--- config.mk ---
export PLATFORM = sky130hd
export DESIGN_NAME = pipeline_hazard_ctrl
export DESIGN_NICKNAME = d
export VERILOG_FILES = /design/src/rtl/pipeline_hazard_ctrl.sv
export SDC_FILE = /design/constraint.sdc
export NUM_CORES = 1
export LEC_CHECK = 0
export ABC_AREA = 0
export CAP_MARGIN = 10
export CORE_MARGIN = 5
export CORE_UTILIZATION = 51
export CTS_CLUSTER_DIAMETER = 80
export DETAILED_ROUTE_END_ITERATION = 10
export GPL_TIMING_DRIVEN = 1
export PLACE_DENSITY = 0.78
export SYNTH_ARGS = -nofsm -noshare
export SYNTH_HDL_FRONTEND = slang
export SYNTH_SLANG_ARGS = --single-unit
--- constraint.sdc ---
create_clock -name clk -period 3.1 [get_ports clk]
set_input_delay 0.31 -clock clk [delete_from_list [all_inputs] [get_ports clk]]
set_output_delay 0.31 -clock clk [all_outputs]
set_load 0.01 [all_outputs]
--- src/rtl/pipeline_hazard_ctrl.sv ---
// Hazard, stall/flush and forwarding control for the 5-stage pipeline.
// Shadows EX/MEM/WB control fields and counts stall and flush cycles.
module pipeline_hazard_ctrl #(
    parameter int CNT_W   = 16,
    parameter int XLEN_RA = 5
) (
    input  logic               clk,
    input  logic               rst,
    input  logic               id_valid,
    input  logic [6:0]         id_opcode,
    input  logic [XLEN_RA-1:0] id_rs1,
    input  logic [XLEN_RA-1:0] id_rs2,
    input  logic [XLEN_RA-1:0] id_rd,
    input  logic               dmem_busy,
    output logic               pc_en,
    output logic               ifid_en,
    output logic               ifid_flush,
    output logic               idex_flush,
    output logic               pipe_en,
    output logic               ex_jump,
    output logic [1:0]         fwd_a,
    output logic [1:0]         fwd_b,
    output logic [CNT_W-1:0]   stall_cnt,
    output logic [CNT_W-1:0]   flush_cnt
);

    localparam logic [6:0] OP_R   = 7'b0110011;
    localparam logic [6:0] OP_I   = 7'b0010011;
    localparam logic [6:0] OP_LD  = 7'b0000011;
    localparam logic [6:0] OP_ST  = 7'b0100011;
    localparam logic [6:0] OP_JAL = 7'b1101111;

    logic d_rw, d_ld, d_jmp, d_u1, d_u2;

    logic               ex_v, ex_rw, ex_ld, ex_jmp;
    logic [XLEN_RA-1:0] ex_rd, ex_rs1, ex_rs2;
    logic               mem_v, mem_rw, mem_ld;
    logic [XLEN_RA-1:0] mem_rd;
    logic               wb_v, wb_rw;
    logic [XLEN_RA-1:0] wb_rd;

    logic freeze, jump, lu, bubble;
    logic stall_inc, flush_inc;

    always_comb begin
        d_rw  = 1'b0;
        d_ld  = 1'b0;
        d_jmp = 1'b0;
        d_u1  = 1'b0;
        d_u2  = 1'b0;
        unique case (1'b1)
            (id_opcode == OP_R): begin
                d_rw = 1'b1;
                d_u1 = 1'b1;
                d_u2 = 1'b1;
            end
            (id_opcode == OP_I): begin
                d_rw = 1'b1;
                d_u1 = 1'b1;
            end
            (id_opcode == OP_LD): begin
                d_rw = 1'b1;
                d_ld = 1'b1;
                d_u1 = 1'b1;
            end
            (id_opcode == OP_ST): begin
                d_u1 = 1'b1;
                d_u2 = 1'b1;
            end
            (id_opcode == OP_JAL): begin
                d_rw  = 1'b1;
                d_jmp = 1'b1;
            end
            default: ;
        endcase
    end

    assign freeze = dmem_busy;
    assign jump   = ex_v & ex_jmp;
    assign lu     = ex_v & ex_ld & (ex_rd != '0) & id_valid
                  & ((d_u1 & (id_rs1 == ex_rd))
                  |  (d_u2 & (id_rs2 == ex_rd)));
    assign bubble    = jump | lu;
    assign stall_inc = freeze | (~jump & lu);
    assign flush_inc = ~freeze & jump;

    // MEM wins over WB; loads in MEM have no data yet, x0 never forwards
    function automatic logic [1:0] fsel(input logic [XLEN_RA-1:0] rs);
        if (!ex_v)
            return 2'b00;
        if (mem_v && mem_rw && !mem_ld && mem_rd != '0 && mem_rd == rs)
            return 2'b10;
        if (wb_v && wb_rw && wb_rd != '0 && wb_rd == rs)
            return 2'b01;
        return 2'b00;
    endfunction

    always_comb begin
        pc_en      = 1'b0;
        ifid_en    = 1'b0;
        ifid_flush = 1'b0;
        idex_flush = 1'b0;
        pipe_en    = 1'b0;
        ex_jump    = 1'b0;
        fwd_a      = 2'b00;
        fwd_b      = 2'b00;
        if (rst) begin
            ifid_flush = 1'b1;
            idex_flush = 1'b1;
        end else begin
            fwd_a = fsel(ex_rs1);
            fwd_b = fsel(ex_rs2);
            if (freeze) begin
                pc_en = 1'b0;
            end else if (jump) begin
                pc_en      = 1'b1;
                ifid_en    = 1'b1;
                ifid_flush = 1'b1;
                idex_flush = 1'b1;
                pipe_en    = 1'b1;
                ex_jump    = 1'b1;
            end else if (lu) begin
                idex_flush = 1'b1;
                pipe_en    = 1'b1;
            end else begin
                pc_en   = 1'b1;
                ifid_en = 1'b1;
                pipe_en = 1'b1;
            end
        end
    end

    always_ff @(posedge clk) begin
        if (rst) begin
            ex_v      <= 1'b0;
            mem_v     <= 1'b0;
            wb_v      <= 1'b0;
            stall_cnt <= '0;
            flush_cnt <= '0;
        end else begin
            if (!freeze) begin
                wb_v   <= mem_v;
                wb_rd  <= mem_rd;
                wb_rw  <= mem_rw;
                mem_v  <= ex_v;
                mem_rd <= ex_rd;
                mem_rw <= ex_rw;
                mem_ld <= ex_ld;
                ex_v   <= bubble ? 1'b0 : id_valid;
                ex_rw  <= bubble ? 1'b0 : d_rw;
                ex_ld  <= bubble ? 1'b0 : d_ld;
                ex_jmp <= bubble ? 1'b0 : d_jmp;
                ex_rd  <= id_rd;
                ex_rs1 <= id_rs1;
                ex_rs2 <= id_rs2;
            end
            if (stall_inc && stall_cnt != '1)
                stall_cnt <= stall_cnt + CNT_W'(1);
            if (flush_inc && flush_cnt != '1)
                flush_cnt <= flush_cnt + CNT_W'(1);
        end
    end

endmodule

==> results of run 1 <==
-- worst max-delay path by stage --
stage                          from         end  slack [ps]  cells past startpoint
final                      ex_rd[1]       pc_en         180                      5
after global routing       ex_rd[1]       pc_en          20                      5
after CTS                  ex_rd[1]       pc_en         130                      5
after detailed placement  id_rs2[0]  idex_flush         520                      7
after global placement    id_rs2[1]  idex_flush         540                      7
after floorplan                 rst      ex_jmp         530                      3
-- final cells by class --
| class | count | area [µm²] | area share |
|---|---|---|---|
| clock buffers | 14 | 173 | 0.0421 |
| clock inverters | 2 | 35.0 | 0.00855 |
| inverters | 4 | 15.0 | 0.00366 |
| multi-input cells | 229 | 1460 | 0.357 |
| flip-flops and latches | 66 | 1630 | 0.398 |
| well taps | 75 | 93.8 | 0.0229 |
| repair buffers | 69 | 686 | 0.167 |
-- Yosys cell counts, drive strengths merged, types with 2 or more instances --
library cell,instances
nand3,12
nand3b,2
edfxtp,31
and4,4
nor4,4
xnor2,31
o31ai,5
nand4,16
ha,2
nand2,19
nor2b,2
mux2i,3
o21ai,12
a311oi,2
a21oi,16
or4,7
inv,4
or3,10
dfxtp,35
buf,5
o21a,2
a31oi,2
nor2,34
xor2,14
nor3,16
clkbuf,5
and3,4
-- flip-flops by register name, summed over array words and instances (netlist names) --
name / flops
ex_jmp: 1
ex_ld: 1
ex_rd: 5
ex_rs1: 5
ex_rs2: 5
ex_rw: 1
ex_v: 1
flush_cnt: 16
mem_ld: 1
mem_rd: 5
mem_rw: 1
mem_v: 1
stall_cnt: 16
wb_rd: 5
wb_rw: 1
wb_v: 1
-- where the power goes --
group          switching, mW  leakage, nW  total, mW  internal (mW)
clock network          0.305        0.107      0.742          0.437
logic                 0.0696        0.614      0.147         0.0770
registers             0.0273        0.574      0.967          0.940
total                  0.401         1.29       1.86           1.45
-- critical path, stage by stage, from the launching register on --
cell	delay (ps)
edfxtp_1	460
or4_1	580
nor2_1	150
nor2_1	80
a311oi_1	390
clkdlybuf4s50_1	620
-- cells by family (layout without fill, tap and decap cells) --
logic type      after synthesis  count (layout)  synth area share
fa+ha+maj                     2               2           0.00786
xor+xnor                     45              45             0.124
mux                           3               3           0.00944
simple gates                134             134             0.226
flops                        66              66             0.513
buf+inv                      14              89            0.0279
compound gates               45              45            0.0924
-- per-layer routing --
metal,GRT usage,vias up,share of wire
li1,-,1269,-
met4,0.0947,0,0.022
met2,0.321,76,0.49
met3,0.0378,15,0.053
met5,0,-,0
met1,0.244,1181,0.44
==> summary.txt, run 1 <==
Worst setup path
  • Critical path start-end classification: reg -> out
  • Arr. time, crit path: 2610 ps
  • FF-to-FF setup slack: 750 ps
  • Crit Path Max Fanout: 4
  • Launch instance of the worst register-to-register path: ex_rd[1]
  • Worst R2R End: stall_cnt[13]
  • R2R cell count: 6
  • Required time of the critical path: 2790 ps
  • Startpoint types: flip-flop
  • Capturing element type of the critical path: primary output

Place
  • Global placement routability congestion: 0.851
  • Placed cell areas: 3890 µm²
  • Placed cells: 443
  • Dpl ws: 522 ps
  • Port buffer count: 67
  • Final HPWL DP: 5250 µm

Final layout
  • Most common cell after layout, fill and taps aside: clkdlybuf4s50_1
  • Growth of design area from synthesis to finish: 28.8%
  • Fillers: 464
  • Total non-filler cell area in the finished layout: 4100 µm²
  • Post-layout instance count excluding filler cells: 459
  • Final core occ: 0.684
  • Final #Nets: 407
  • Final antenna diode count: 0
  • Commonest non-fill, non-tap cells in the layout: 67 x clkdlybuf4s50_1, 35 x dfxtp_1, 33 x nor2_1, 31 x xnor2_1, 31 x edfxtp_1
  • Share of cells above drive strength 1: 0.0729

Yosys
  • Count of warnings emitted by yosys: 0
  • Cell count after synthesis: 309
  • Per-instance average area after synthesis: 10.3 µm²
  • Synthesized Nets: 337
  • Main area contributors after synthesis: edfxtp_1 29%, dfxtp_1 22%, xnor2_1 8.5%
  • Area share of the leading cell type in the synthesized netlist: 0.293
  • Netlist cell types: 47
  • Synthesized area: 3180 µm²
  • FF+latch count, synth: 66
  • Most common flop cell mapped by yosys: dfxtp_1
  • Share of async-settable or async-resettable flops after synthesis: 0
  • Sequential share of the synthesized area: 0.513
  • Library cell occupying the most area in the post-synthesis netlist: edfxtp_1
  • Number of enable flip-flop cells after synthesis: 31

Timing
  • Worst Tran Pin Value: 850 ps
  • FMAX: 342 MHz
  • Smallest setup slack after layout: 175 ps
  • Minimum hold slack: 440 ps
  • Final max-slew violation count: 0
  • Period Utilization, post-route: 0.944
  • Unrepaired setup endpoints after global routing: no
  • Hold violation total from the final report: 0
  • Aggregate negative setup slack: 0 ps
  • Normalized max-slew margin: 0.431
  • Largest clock skew in the final design: 9.93 ps
  • Post-layout min period: 2920 ps
  • Total of endpoints with negative setup slack in the final report: 0

Clocking
  • Clock slew seen by the registers of the worst setup and hold paths: 70 ps
  • Clock buffers created by TritonCTS: 9
  • Cts repair resizes: 0
  • Clock Path Buffers: 2
  • Hold Buf Count CTS: 0
  • Clock latency of the later-clocked register in the worst-skew pair: 340 ps
  • Level count of the clock H-tree: 3
  • TritonCTS clock tree: done
  • Post-CTS Setup Inserts: 0
  • Sinks on Clock Net: 66
  • Clk root buf: clkbuf_8

Hold path
  • Startpoint of the worst hold path: ex_rw
  • Hold Crit Depth: 0
  • Min-delay worst type: reg -> reg
  • WHS Endpoint: mem_rw

Power and ir drop
  • Reported leakage power: 1.29 nW
  • Total chip power: 1.86 mW
  • Power Dens Cells: 453 nW/µm²
  • Max rail drop VDD: 0.238 mV

Global route
  • Global-route total usage across every layer: 0.194
  • Vias in the first global route: 2506
  • First-pass GRT wire length: 11700 µm
  • Number of antenna violations at the first check in global routing: 0
  • Residual overflow from global routing: 0
  • Pin count of the biggest net entering global routing: 42

Detailed routing
  • Via total after detailed routing: 2541
  • Via-to-Cell Ratio: 5.54
  • DRT Wirelength: 7020 µm
  • First DRT Iteration DRCs: 119
  • First-pass detailed-route iteration total: 4
  • DRC violation count after routing: 0
  • WL/cell: 15.3 µm
  • ANT nets after route: 0

Die
  • Initial cell density of the core: 0.531
  • Num ports: 68
  • Die area: 7920 µm²
  • Row Count: 28
  • Die Wd: 89.0 µm
  • Std-Cell Core Area: 5990 µm²
  • Die Height: 89.0 µm

Run status
  • Status: finished clean

Flow run
  • Number of maximum-capacitance constraint violations: 0
(Power assumes the default switching activity.)
==> inputs of run 2 (changes only) <==
--- a/config.mk
+++ b/config.mk
@@ -8,11 +8,11 @@
 export ABC_AREA = 0
 export CAP_MARGIN = 10
 export CORE_MARGIN = 5
-export CORE_UTILIZATION = 51
+export CORE_UTILIZATION = 40
 export CTS_CLUSTER_DIAMETER = 80
 export DETAILED_ROUTE_END_ITERATION = 10
 export GPL_TIMING_DRIVEN = 1
-export PLACE_DENSITY = 0.78
+export PLACE_DENSITY = 0.63
 export SYNTH_ARGS = -nofsm -noshare
 export SYNTH_HDL_FRONTEND = slang
 export SYNTH_SLANG_ARGS = --single-unit
==> summary.txt, run 2 (synthesized netlist as in run 1, its figures left out) <==
Clocking
  • Level count of the clock H-tree: 3 (unchanged)
  • Clock Path Buffers: 2 (unchanged)
  • Clock latency of the later-clocked register in the worst-skew pair: 330 ps (was 340 ps)
  • Clock buffers created by TritonCTS: 9 (unchanged)
  • TritonCTS clock tree: done (unchanged)
  • Clk root buf: clkbuf_8 (unchanged)
  • Clock slew seen by the registers of the worst setup and hold paths: 70 ps (about the same)
  • Sinks on Clock Net: 66 (unchanged)

Worst setup path
  • Required time of the critical path: 2790 ps (about the same)
  • Library cell appearing most often on the critical path: nor2_1 (unchanged)
  • Capturing element type of the critical path: primary output (unchanged)
  • Startpoint types: flip-flop (unchanged)
  • Crit Path Max Fanout: 4 (unchanged)
  • Arr. time, crit path: 2610 ps (about the same)
  • CP Cell Sequence: or4_1 > nor2_1 > nor2_1 > a311oi_2 > clkdlybuf4s50_1 (was or4_1 > nor2_1 > nor2_1 > a311oi_1 > clkdlybuf4s50_1)
  • Delay contributed by the slowest stage of the critical path: 620 ps (about the same)
  • Critical path start-end classification: reg -> out (unchanged)
  • Slowest CP cell: clkdlybuf4s50_1 (unchanged)

Power and ir drop
  • Max rail drop VDD: 0.199 mV (was 0.238 mV)
  • Reported leakage power: 1.28 nW (was 1.29 nW)
  • Clock group share of total power: 0.380 (was 0.400)
  • Power Dens Cells: 436 nW/µm² (was 453 nW/µm²)
  • Net switching fraction of the power: 0.231 (was 0.216)
  • Internal Power: 1.38 mW (was 1.45 mW)
  • Gate power share: 0.083 (was 0.079)
  • Switching power summed over all nets: 415 µW (was 401 µW)
  • Part of the power in registers: 0.537 (was 0.521)

Place
  • Placed cells: 471 (was 443)
  • Final HPWL DP: 5340 µm (was 5250 µm)
  • Placed cell areas: 3930 µm² (was 3890 µm²)
  • Port buffer count: 67 (unchanged)
  • Global placement routability congestion: 0.793 (was 0.851)

Detailed routing
  • DRT Wirelength: 7240 µm (was 7020 µm)
  • ANT nets after route: 0 (unchanged)
  • Via-to-Cell Ratio: 5.10 (was 5.54)
  • First-pass detailed-route iteration total: 4 (unchanged)
  • DRC violation count after routing: 0 (unchanged)
  • First DRT Iteration DRCs: 117 (was 119)
  • WL/cell: 14.9 µm (was 15.3 µm)
  • Via total after detailed routing: 2484 (was 2541)

Die
  • Die Height: 99.2 µm (was 89.0 µm)
  • Initial cell density of the core: 0.412 (was 0.531)
  • Row Count: 32 (was 28)
  • Die Wd: 99.2 µm (was 89.0 µm)
  • Num ports: 68 (unchanged)
  • Std-Cell Core Area: 7730 µm² (was 5990 µm²)
  • Die area: 9840 µm² (was 7920 µm²)

Timing
  • Post-layout min period: 2920 ps (about the same)
  • Hold violation total from the final report: 0 (unchanged)
  • Aggregate negative setup slack: 0 ps (unchanged)
  • FMAX: 343 MHz (was 342 MHz)
  • Final max-slew violation count: 0 (unchanged)
  • Worst Tran Pin Value: 868 ps (was 850 ps)
  • Total of endpoints with negative setup slack in the final report: 0 (unchanged)
  • Normalized max-slew margin: 0.419 (was 0.431)
  • Unrepaired setup endpoints after global routing: no (unchanged)
  • Largest clock skew in the final design: 6.81 ps (was 9.93 ps)
  • Period Utilization, post-route: 0.941 (was 0.944)

Global route
  • Pin count of the biggest net entering global routing: 32 (was 42)
  • Residual overflow from global routing: 0 (unchanged)
  • First-pass GRT wire length: 11800 µm (was 11700 µm)
  • Number of antenna violations at the first check in global routing: 0 (unchanged)
  • Vias in the first global route: 2400 (was 2506)
  • Global-route total usage across every layer: 0.151 (was 0.194)

Final layout
  • Fillers: 706 (was 464)
  • Total non-filler cell area in the finished layout: 4120 µm² (was 4100 µm²)
  • Growth of design area from synthesis to finish: 29.6% (was 28.8%)
  • Register area: 1630 µm² (unchanged)
  • Post-layout instance count excluding filler cells: 487 (was 459)
  • Commonest non-fill, non-tap cells in the layout: 67 x clkdlybuf4s50_1, 35 x dfxtp_1, 33 x nor2_1, 31 x xnor2_1, 31 x edfxtp_1 (unchanged)
  • Area used by multi-input combinational logic: 1470 µm² (was 1460 µm²)
  • Largest registers: flush_cnt: 16 flops, stall_cnt: 16 flops (unchanged)
  • Most common cell after layout, fill and taps aside: clkdlybuf4s50_1 (unchanged)
  • Final antenna diode count: 0 (unchanged)
  • Share of cells above drive strength 1: 0.0753 (was 0.0729)
  • Final #Nets: 408 (was 407)

Flow run
  • Number of maximum-capacitance constraint violations: 0 (unchanged)

Hold path
  • Min-delay worst type: reg -> reg (unchanged)

Run status
  • Status: finished clean (unchanged)
## run 2: cell types whose count changed in the layout (fill, tap and decap cells not counted), sizes merged
| cell | before | now |
|---|---|---|
| clkinv | 1 | 3 |
| buf | 2 | 3 |
| clkinvlp | 0 | 2 |
| clkbuf | 14 | 10 |
## run 2: routing by layer
metal	vias to the layer above	share of wire	track usage
li1	1273	-	-
met3	6	0.038	0.0547
met5	-	0	0
met4	0	0.0082	0.0410
met1	1164	0.49	0.203
met2	41	0.46	0.230
## run 2: critical path, delay by kind of cell, from the launching register on
family                 cells  cell delay, ps
buffers and inverters      1             620
flip-flops                 1             460
AO/OA/AOI/OAI              1             380
AND/OR/NAND/NOR            3             820
## run 2: metrics by stage
stage,power [mW],util,hold WS (ps),worst slack (ps)
after floorplan,1.06,-,400,532
after global routing,1.89,0.534,417,5.66
after detailed placement,1.13,0.509,407,451
after global placement,1.13,0.509,401,441
final,1.80,0.534,416,184
after CTS,1.83,0.533,419,71.0
## run 2: cell type report
type,count,share of cell area
repair buffers,70,0.168
inverters,4,0.00364
clock inverters,6,0.0140
multi-input cells,229,0.357
flip-flops and latches,66,0.396
clock buffers,10,0.0310
well taps,102,0.0310
## run 2: path summary, 6_finish.rpt
check,from,end,slack (ps),cells past startpoint
setup / recovery,ex_rd[1],pc_en,180,5
hold / removal,ex_rw,mem_rw,420,0
setup reg to reg,ex_rd[1],stall_cnt[8],720,6
hold reg to reg,ex_rw,mem_rw,420,0
## run 2: timing repair
item                       in CTS  in global routing
hold buffers                    0                  0
setup endpoints to repair       0                  2
setup buffers                   0                  0
gates resized for setup         0                  1
## run 2: power by group through the flow
stage | sequential [mW] | combinational, mW | clock [mW]
4_1_cts | 0.966 | 0.150 | 0.710
3_3_place_gp | 0.985 | 0.149 | 0
6_report | 0.965 | 0.149 | 0.683
2_1_floorplan | 0.980 | 0.0823 | 0
3_5_place_dp | 0.985 | 0.149 | 0
5_1_grt | 0.969 | 0.162 | 0.758
==> inputs of run 3 (changes only) <==
--- a/config.mk
+++ b/config.mk
@@ -9,7 +9,7 @@
 export CAP_MARGIN = 10
 export CORE_MARGIN = 5
 export CORE_UTILIZATION = 40
-export CTS_CLUSTER_DIAMETER = 80
+export CTS_CLUSTER_DIAMETER = 120
 export DETAILED_ROUTE_END_ITERATION = 10
 export GPL_TIMING_DRIVEN = 1
 export PLACE_DENSITY = 0.63
==> results of run 3 <==
Final layout, timing and power as in run 2 (identical DEF).
